File: src/rtl/alu_seq_pkg.sv
// Shared definitions for alu_seq: default width, opcodes, FSM states and ALU op codes.
// The opcode-to-ALU mapping helpers keep the decode in one place.
package alu_seq_pkg;

  localparam int DEFAULT_WIDTH = 8;

  localparam logic [3:0] OP_ADD  = 4'h0;
  localparam logic [3:0] OP_ADC  = 4'h1;
  localparam logic [3:0] OP_SUB  = 4'h2;
  localparam logic [3:0] OP_SBC  = 4'h3;
  localparam logic [3:0] OP_AND  = 4'h4;
  localparam logic [3:0] OP_OR   = 4'h5;
  localparam logic [3:0] OP_XOR  = 4'h6;
  localparam logic [3:0] OP_ANDN = 4'h7;
  localparam logic [3:0] OP_LSL  = 4'h8;
  localparam logic [3:0] OP_LSR  = 4'h9;
  localparam logic [3:0] OP_ASR  = 4'hA;
  localparam logic [3:0] OP_ROL  = 4'hB;
  localparam logic [3:0] OP_ROR  = 4'hC;
  localparam logic [3:0] OP_CMP  = 4'hD;
  localparam logic [3:0] OP_MUL  = 4'hE;
  localparam logic [3:0] OP_NOR  = 4'hF;

  // Low nibble selects the function, upper bits are operand/result modifiers.
  localparam logic [6:0] ALU_ADD     = 7'h00;
  localparam logic [6:0] ALU_SUB     = 7'h01;
  localparam logic [6:0] ALU_AND     = 7'h02;
  localparam logic [6:0] ALU_OR      = 7'h03;
  localparam logic [6:0] ALU_XOR     = 7'h04;
  localparam logic [6:0] ALU_LSL     = 7'h05;
  localparam logic [6:0] ALU_LSR     = 7'h06;
  localparam logic [6:0] ALU_ASR     = 7'h07;
  localparam logic [6:0] ALU_ROL     = 7'h08;
  localparam logic [6:0] ALU_ROR     = 7'h09;
  localparam logic [6:0] ALU_INV_B   = 7'h10;
  localparam logic [6:0] ALU_INV_OUT = 7'h20;
  localparam logic [6:0] ALU_FN_MASK = 7'h0F;

  typedef enum logic [1:0] {
    ST_IDLE = 2'd0,
    ST_EXEC = 2'd1,
    ST_MUL  = 2'd2,
    ST_DONE = 2'd3
  } state_t;

  function automatic logic [6:0] alu_op_of(input logic [3:0] opc);
    case (opc)
      OP_ADD, OP_ADC, OP_MUL: return ALU_ADD;
      OP_SUB, OP_SBC, OP_CMP: return ALU_SUB;
      OP_AND:  return ALU_AND;
      OP_OR:   return ALU_OR;
      OP_XOR:  return ALU_XOR;
      OP_ANDN: return ALU_AND | ALU_INV_B;
      OP_LSL:  return ALU_LSL;
      OP_LSR:  return ALU_LSR;
      OP_ASR:  return ALU_ASR;
      OP_ROL:  return ALU_ROL;
      OP_ROR:  return ALU_ROR;
      default: return ALU_OR | ALU_INV_OUT;
    endcase
  endfunction

  function automatic logic alu_cin_of(input logic [3:0] opc, input logic c);
    case (opc)
      OP_SUB, OP_CMP: return 1'b1;
      OP_ADC, OP_SBC: return c;
      default:        return 1'b0;
    endcase
  endfunction

  function automatic logic is_arith(input logic [3:0] opc);
    return opc inside {OP_ADD, OP_ADC, OP_SUB, OP_SBC, OP_CMP};
  endfunction

endpackage

File: src/rtl/alu_seq_if.sv
// Request/result handshake bundle between a requester (master) and alu_seq (slave).
interface alu_seq_if
  import alu_seq_pkg::*;
#(
  parameter int n = DEFAULT_WIDTH
);
  logic         in_valid;
  logic         in_ready;
  logic [3:0]   in_opcode;
  logic [n-1:0] in_a;
  logic [n-1:0] in_b;
  logic         out_valid;
  logic         out_ready;
  logic [n-1:0] out_result;
  logic [3:0]   flags;

  modport master (
    output in_valid, in_opcode, in_a, in_b, out_ready,
    input  in_ready, out_valid, out_result, flags
  );

  modport slave (
    input  in_valid, in_opcode, in_a, in_b, out_ready,
    output in_ready, out_valid, out_result, flags
  );
endinterface

File: src/rtl/alu_seq_alu.sv
// Combinational n-bit ALU: add/sub with carry, logic, shifts/rotates, B/result inversion.
// Zero latency; no handshake. Shift amounts >= n saturate (0, or sign fill for ASR).
module alu
  import alu_seq_pkg::*;
#(
  parameter int n = DEFAULT_WIDTH
) (
  input  logic [n-1:0] a,
  input  logic [n-1:0] b,
  input  logic [6:0]   op,
  input  logic         cin,
  output logic [n-1:0] y,
  output logic         cout,
  output logic         overflow,
  output logic         sign,
  output logic         zero
);
  localparam int SW = $clog2(n);

  logic [6:0]     fn;
  logic [n-1:0]   bx, addend, res;
  logic [n:0]     sum;
  logic [2*n-1:0] rot;
  logic [SW-1:0]  sh;
  logic           big;

  always_comb begin
    fn     = op & ALU_FN_MASK;
    bx     = ((op & ALU_INV_B) != '0) ? ~b : b;
    addend = (fn == ALU_SUB) ? ~bx : bx;
    sum    = {1'b0, a} + {1'b0, addend} + {{n{1'b0}}, cin};
    sh     = b[SW-1:0];
    big    = (b >> SW) != '0;
    rot    = '0;
    res    = '0;
    case (fn)
      ALU_ADD, ALU_SUB: res = sum[n-1:0];
      ALU_AND: res = a & bx;
      ALU_OR:  res = a | bx;
      ALU_XOR: res = a ^ bx;
      ALU_LSL: res = big ? '0 : (a << sh);
      ALU_LSR: res = big ? '0 : (a >> sh);
      ALU_ASR: begin
        // kept out of a ternary so the shift stays signed
        if (big) res = {n{a[n-1]}};
        else     res = $signed(a) >>> sh;
      end
      ALU_ROL: begin rot = {a, a} << sh; res = rot[2*n-1:n]; end
      ALU_ROR: begin rot = {a, a} >> sh; res = rot[n-1:0]; end
      default: res = '0;
    endcase
    y        = ((op & ALU_INV_OUT) != '0) ? ~res : res;
    cout     = sum[n];
    overflow = (a[n-1] == addend[n-1]) && (sum[n-1] != a[n-1]);
    sign     = y[n-1];
    zero     = (y == '0);
  end
endmodule

File: src/rtl/alu_seq.sv
// Sequenced ALU front end with {C,V,N,Z} flags and shift-add multiplier sharing one alu.
// Result 2 cycles after accept (n+1 for MUL); holds result until out_ready, accepts only when idle.
module alu_seq
  import alu_seq_pkg::*;
#(
  parameter int n = DEFAULT_WIDTH
) (
  input  logic         clk,
  input  logic         reset,
  alu_seq_if.slave     bus,
  output logic [n-1:0] alu_a,
  output logic [n-1:0] alu_b,
  output logic [6:0]   alu_op,
  output logic         alu_cin,
  output logic [n-1:0] alu_out,
  output logic         alu_cout,
  output logic         alu_overflow,
  output logic         alu_sign,
  output logic         alu_zero
);
  localparam int CW = $clog2(n);

  state_t        state_q, state_d;
  logic [3:0]    opc_q, opc_d, flags_q, flags_d;
  logic [n-1:0]  a_q, a_d, b_q, b_d, acc_q, acc_d, res_q, res_d, acc_nxt;
  logic [CW-1:0] cnt_q, cnt_d;
  logic          last_mul;

  alu #(.n(n)) u_alu (
    .a(alu_a), .b(alu_b), .op(alu_op), .cin(alu_cin),
    .y(alu_out), .cout(alu_cout), .overflow(alu_overflow),
    .sign(alu_sign), .zero(alu_zero)
  );

  // In MUL, a_q is the shifting multiplicand and b_q the shifting multiplier.
  assign acc_nxt  = b_q[0] ? alu_out : acc_q;
  assign last_mul = (cnt_q == CW'(n - 1));

  always_ff @(posedge clk) begin
    if (reset) begin
      state_q <= ST_IDLE;
      opc_q   <= '0;
      a_q     <= '0;
      b_q     <= '0;
      acc_q   <= '0;
      cnt_q   <= '0;
      res_q   <= '0;
      flags_q <= '0;
    end else begin
      state_q <= state_d;
      opc_q   <= opc_d;
      a_q     <= a_d;
      b_q     <= b_d;
      acc_q   <= acc_d;
      cnt_q   <= cnt_d;
      res_q   <= res_d;
      flags_q <= flags_d;
    end
  end

  always_comb begin
    state_d = state_q;
    opc_d   = opc_q;
    a_d     = a_q;
    b_d     = b_q;
    acc_d   = acc_q;
    cnt_d   = cnt_q;
    res_d   = res_q;
    flags_d = flags_q;
    case (state_q)
      ST_IDLE: if (bus.in_valid) begin
        state_d = (bus.in_opcode == OP_MUL) ? ST_MUL : ST_EXEC;
        opc_d   = bus.in_opcode;
        a_d     = bus.in_a;
        b_d     = bus.in_b;
        acc_d   = '0;
        cnt_d   = '0;
      end
      ST_EXEC: begin
        state_d = ST_DONE;
        if (opc_q != OP_CMP) res_d = alu_out;
        flags_d = {flags_q[3:2], alu_sign, alu_zero};
        if (is_arith(opc_q)) flags_d[3:2] = {alu_cout, alu_overflow};
      end
      ST_MUL: begin
        acc_d = acc_nxt;
        a_d   = a_q << 1;
        b_d   = b_q >> 1;
        cnt_d = cnt_q + 1'b1;
        if (last_mul) begin
          state_d = ST_DONE;
          res_d   = acc_nxt;
          flags_d = {2'b00, acc_nxt[n-1], (acc_nxt == '0)};
        end
      end
      ST_DONE: if (bus.out_ready) state_d = ST_IDLE;
      default: state_d = ST_IDLE;
    endcase
  end

  always_comb begin
    alu_a   = a_q;
    alu_b   = b_q;
    alu_op  = ALU_AND;
    alu_cin = 1'b0;
    if (!reset) begin
      if (state_q == ST_EXEC) begin
        alu_op  = alu_op_of(opc_q);
        alu_cin = alu_cin_of(opc_q, flags_q[3]);
      end else if (state_q == ST_MUL) begin
        alu_a  = acc_q;
        alu_b  = a_q;
        alu_op = ALU_ADD;
      end
    end
    bus.in_ready   = (state_q == ST_IDLE);
    bus.out_valid  = (state_q == ST_DONE);
    bus.out_result = res_q;
    bus.flags      = flags_q;
  end
endmodule

File: src/flat_wrapper.sv
// flat-port wrapper written by rule: the top's interface ports become plain ports
module alu_seq_flat import alu_seq_pkg::*;
#(
  parameter int n = DEFAULT_WIDTH
)
  (clk, reset, alu_a, alu_b, alu_op, alu_cin, alu_out, alu_cout, alu_overflow, alu_sign, alu_zero, bus_in_valid, bus_in_opcode, bus_in_a, bus_in_b, bus_out_ready, bus_in_ready, bus_out_valid, bus_out_result, bus_flags);
  alu_seq_if #(.n(n)) bus_i ();
  input  logic clk;
  input  logic reset;
  output logic [n-1:0] alu_a;
  output logic [n-1:0] alu_b;
  output logic [6:0] alu_op;
  output logic alu_cin;
  output logic [n-1:0] alu_out;
  output logic alu_cout;
  output logic alu_overflow;
  output logic alu_sign;
  output logic alu_zero;
  input wire logic [$bits(bus_i.in_valid)-1:0] bus_in_valid;
  input wire logic [$bits(bus_i.in_opcode)-1:0] bus_in_opcode;
  input wire logic [$bits(bus_i.in_a)-1:0] bus_in_a;
  input wire logic [$bits(bus_i.in_b)-1:0] bus_in_b;
  input wire logic [$bits(bus_i.out_ready)-1:0] bus_out_ready;
  output wire logic [$bits(bus_i.in_ready)-1:0] bus_in_ready;
  output wire logic [$bits(bus_i.out_valid)-1:0] bus_out_valid;
  output wire logic [$bits(bus_i.out_result)-1:0] bus_out_result;
  output wire logic [$bits(bus_i.flags)-1:0] bus_flags;
  assign bus_i.in_valid = bus_in_valid;
  assign bus_i.in_opcode = bus_in_opcode;
  assign bus_i.in_a = bus_in_a;
  assign bus_i.in_b = bus_in_b;
  assign bus_i.out_ready = bus_out_ready;
  assign bus_in_ready = bus_i.in_ready;
  assign bus_out_valid = bus_i.out_valid;
  assign bus_out_result = bus_i.out_result;
  assign bus_flags = bus_i.flags;
  alu_seq #(.n(n)) u_core (.clk(clk), .reset(reset), .bus(bus_i), .alu_a(alu_a), .alu_b(alu_b), .alu_op(alu_op), .alu_cin(alu_cin), .alu_out(alu_out), .alu_cout(alu_cout), .alu_overflow(alu_overflow), .alu_sign(alu_sign), .alu_zero(alu_zero));
endmodule
File: config.mk
export PLATFORM = sky130hd
export DESIGN_NAME = alu_seq_flat
export DESIGN_NICKNAME = d
export VERILOG_FILES = /design/src/rtl/alu_seq_pkg.sv /design/src/rtl/alu_seq_if.sv /design/src/rtl/alu_seq_alu.sv /design/src/rtl/alu_seq.sv /design/src/flat_wrapper.sv
export SDC_FILE = /design/constraint.sdc
export NUM_CORES = 1
export LEC_CHECK = 0
export ABC_AREA = 1
export CAP_MARGIN = 0
export CORE_MARGIN = 5
export CORE_UTILIZATION = 42
export CTS_CLUSTER_SIZE = 8
export DETAILED_ROUTE_END_ITERATION = 6
export MAX_ROUTING_LAYER = met4
export PLACE_DENSITY = 0.72
export SYNTH_ARGS = -nofsm -noshare
export SYNTH_HDL_FRONTEND = slang
export SYNTH_SLANG_ARGS = --single-unit
File: constraint.sdc
create_clock -name clk -period 6.42 [get_ports clk]
set_clock_uncertainty 0.15 [all_clocks]
set_input_delay 1.284 -clock clk [delete_from_list [all_inputs] [get_ports clk]]
set_output_delay 1.284 -clock clk [all_outputs]
set_load 0.02 [all_outputs]
==> results.txt <==
----------------------------------------------------
[Outcome]
  Run status ... finished clean

[Route]
  DRC violation count after routing ... 0
  Wire length per cell after detailed routing ... roughly 14 um
  Number of nets with antenna violations after routing ... 0
  Detailed Route WL ... approximately 17 mm
  Number of design-rule violations left by the first detailed-router iteration ... slightly below 700
  DR pass1 iterations ... 5
  Total via count in the routed design ... 6012
  Post-detailed-route via-to-cell ratio ... around 5

[Synth]
  Post-Synthesis Mean Instance Area ... 5.93 sq um
  Number of synthesized flops with an enable pin ... 0
  Fraction of synthesis flops using an asynchronous set or reset pin ... 0
  Cell types occupying the most area after synthesis ... dfxtp_1 20%, nand2_1 18%, nand3_1 12%
  Mux cell area share after synthesis ... 0
  Post-synth top flop ... dfxtp_1
  Synthesized net count ... 941
  Share of the synthesized area in the top cell type ... 0.196
  Post-Synth Adder-Cell Area ... 0.0916
  Simple-gate share of the synthesized area ... 0.431
  Number of warnings reported in the yosys synthesis log ... 0
  Distinct cell type count after synthesis ... 46
  Share of synthesized area occupied by flip-flops and latches ... 0.196
  Synthesized instance count ... 880
  Post-synthesis cell area ... 0.00522 sq mm
  Flops & latches, synth ... a little over 50
  Combinational family with the most area after synthesis ... simple AND/OR/NAND/NOR gates
  Biggest area consumer among synthesized cells ... dfxtp_1
  Area fraction in compound gates after synthesis ... 0.133
  Post-synthesis share of cell area spent on xor and xnor gates ... 0.0285

[Placed design]
  Detailed Place HPWL ... 13.5 mm
  Placed Area ... 0.00655 sq mm
  # placed instances ... about 1200
  Port bufs ... between 70 and 80
  Routability Congestion ... 0.939

[GRT]
  Overall global routing resource usage ... 0.235
  First-pass GRT wire length ... 27.5 mm
  Largest net degree at the start of global routing ... 42
  Initial antenna violation count ... 0
  Congestion Overflow GR ... 0
  Vias in the first global route ... between 5000 and 6000

[Worst setup path]
  Setup crit end kind ... output pin
  Crit Reg-Reg Startpoint ... u_core.state_q[1]$_SDFFE_PP0P_
  CP max FO ... 7
  Worst reg2reg setup slack ... between 2 and 2.5 ns
  Number of cells on the worst reg-to-reg path ... 24
  Worst r2r dst ... u_core.bus.out_result[5]$_SDFFE_PP0P_
  Classification of the worst setup path ... input pin to output pin
  Required time at the endpoint of the critical path ... 4.99 ns
  Kind of start point of the critical path ... input pin
  Critical Path AT ... 4.50 ns
  Startpoint of the worst setup timing path ... reset

[Clocking]
  Clock latency on the worst-skew pair ... 0.30 ns
  Number of clock buffers inserted by TritonCTS ... 5
  TritonCTS sink count ... 51
  Number of buffers on the longest clock path ... 2
  CTS H-tree lvls ... 2
  Buffer count from post-CTS setup fixing ... 0
  CTS root buffer ... clkbuf_16
  TritonCTS clock tree ... built
  Post-CTS clock slew at the launch and capture registers of the worst setup and hold paths ... 0.07 ns

[Floorplanning]
  Starting density of the core ... 0.431
  Standard-cell row count ... 40
  DIE HEIGHT ... ~120 um
  Horiz. Die Dim ... 121 um
  Die area ... 0.0148 sq mm
  Top-level port count ... 74
  Standard cell core area ... 0.0121 sq mm

[Layout]
  Antenna Diode Count ... 0
  Number of fill cells ... between 1000 and 1500
  Final net count ... 1068
  Final design area excluding fillers ... 0.00676 sq mm
  Final standard cell count with taps included and fillers excluded ... around 1200
  Fraction of final layout cells sized beyond drive strength 1 ... 0.146
  Relative area change from synthesis to final layout ... 29.5%

[STA]
  Tcrit/Tclk final ... 0.924
  Final-report hold violation count ... 0
  Period minus WS final ... 5.93 ns
  Measured slew at the worst slew-check pin ... 0.895 ns
  Unrepaired setup endpoints after global routing ... no
  Max-slew headroom ... 0.400
  Slew Viols, Final ... 0
  Maximum clock rate ... 0.169 GHz
  Final number of setup-violating endpoints ... 0
  Worst-case hold slack ... between 0.3 and 0.4 ns

[Power]
  Peak supply drop ... 344 uV
  Leakage ... around 3.5 nW
  Pwr per Cell Area ... 486 mW/mm^2

[Hold path]
  Classification of the worst-slack hold path ... flip-flop to flip-flop
  Hold path depth ... 2
  Worst min-delay path startpoint ... u_core.cnt_q[1]$_SDFFE_PP0P_
  Sink of the worst hold path ... u_core.cnt_q[1]$_SDFFE_PP0P_

[Run]
  Max cap viols ... 0

----------------------------------------------------
worst max-delay path by stage:
stage	endpoint	slack (ns)
2_1_floorplan	alu_zero	0.14
3_3_place_gp	alu_zero	-0.35
3_5_place_dp	alu_zero	-0.44
4_1_cts	alu_zero	0.17
5_1_grt	alu_zero	0.1
6_report	alu_out[5]	0.49
where the power goes:
| group | total [W] | switching (W) | internal, W |
|---|---|---|---|
| Clock | 0.000346 | 0.000123 | 0.000224 |
| Sequential | 0.000440 | 0.0000439 | 0.000396 |
| Combinational | 0.00250 | 0.00156 | 0.000942 |
logic make-up (layout without fill, tap and decap cells):
kind of cell	Yosys count	in the layout
xor gates and xnor gates	17	17
buffers and inverters	143	271
other	1	1
adders and majority gates	37	37
AOI/OAI and AO/OA	123	123
and+or+nand+nor	508	508
DFF	51	51
per-layer routing:
metal | track usage | vias up | wire length, um
li1 | - | 3093 | -
met1 | 0.312 | 2657 | 7520
met2 | 0.372 | 228 | 7670
met3 | 0.0294 | 34 | 1120
met4 | 0.0770 | 0 | 460
met5 | - | - | 0
cells in the mapped netlist, types with 2 or more instances:
cell      count
nand2_1     255
nand3_1     121
inv_1       103
nor2_1       69
dfxtp_1      51
o21ai_0      44
a21oi_1      43
ha_1         35
nand2_2      22
xor2_1       17
clkbuf_1     12
nand4_1      10
o21ai_1       9
a31oi_1       8
buf_2         7
buf_4         6
buf_6         6
nor2_2        6
or2_2         6
o211ai_1      5
inv_2         4
nor3_1        4
nor4_1        4
clkinv_1      3
o21a_1        3
fa_1          2
nand2_4       2
nand3_2       2
nand3b_1      2
o21ai_2       2
o21bai_1      2
worst max-delay path, cell delays in order:
cell	delay [ns]
clkbuf_2	0.17
nor2_4	0.16
nand2_1	0.12
buf_4	0.20
inv_1	0.09
xor2_1	0.23
xor2_1	0.20
ha_1	0.31
a21oi_1	0.19
or2_2	0.13
nand3_1	0.07
or2_2	0.28
nand3_1	0.12
nand2_1	0.08
inv_1	0.08
nand3_1	0.08
nand2_1	0.08
nand2_1	0.07
buf_4	0.13
inv_1	0.08
dlygate4sd2_1	0.34
cell usage in the layout (no fill, tap or decap), types with 4 or more instances in the layout:
| cell type | n |
|---|---|
| o21ai_0 | 44 |
| nand4_1 | 10 |
| buf_4 | 81 |
| xor2_2 | 4 |
| nor3_1 | 4 |
| clkbuf_16 | 5 |
| clkdlybuf4s50_1 | 62 |
| dfxtp_1 | 51 |
| a21oi_1 | 43 |
| nor4_1 | 4 |
| ha_1 | 35 |
| xor2_1 | 13 |
| nor2_1 | 68 |
| a31oi_1 | 8 |
| dlygate4sd2_1 | 8 |
| nand3_1 | 121 |
| nand2_2 | 22 |
| inv_1 | 102 |
| inv_2 | 5 |
| o211ai_1 | 5 |
| o21ai_1 | 9 |
| nor2_2 | 5 |
| or2_2 | 6 |
| nand2_1 | 255 |
stage by stage:
stage          utilization  TNS, ns  setup slack (ns)  total power, W
3_3_place_gp         0.540   -0.974            -0.346         0.00292
6_report             0.558        0             0.489         0.00329
2_1_floorplan            -        0             0.143         0.00201
4_1_cts              0.555        0             0.171         0.00326
3_5_place_dp         0.540    -1.47            -0.438         0.00293
5_1_grt              0.558        0            0.0958         0.00359
cell type report:
cell class                      instances  area (sq um)  share of cell area
Clock buffer                            6           129              0.0191
Tap cell                              168           210              0.0311
Sequential cell                        51          1020               0.151
Clock inverter                          2          60.1             0.00888
Multi-Input combinational cell        686          3620               0.535
Timing Repair Buffer                  153          1310               0.194
Inverter                              110           413              0.0611
what timing repair did:
action                     CTS  global route
hold endpoints to repair     0             0
setup endpoints to repair    9             4
pin swaps                    0             1
gates resized for setup     13            12
hold buffers                 0             0
Power figures use the tool's default switching activity.
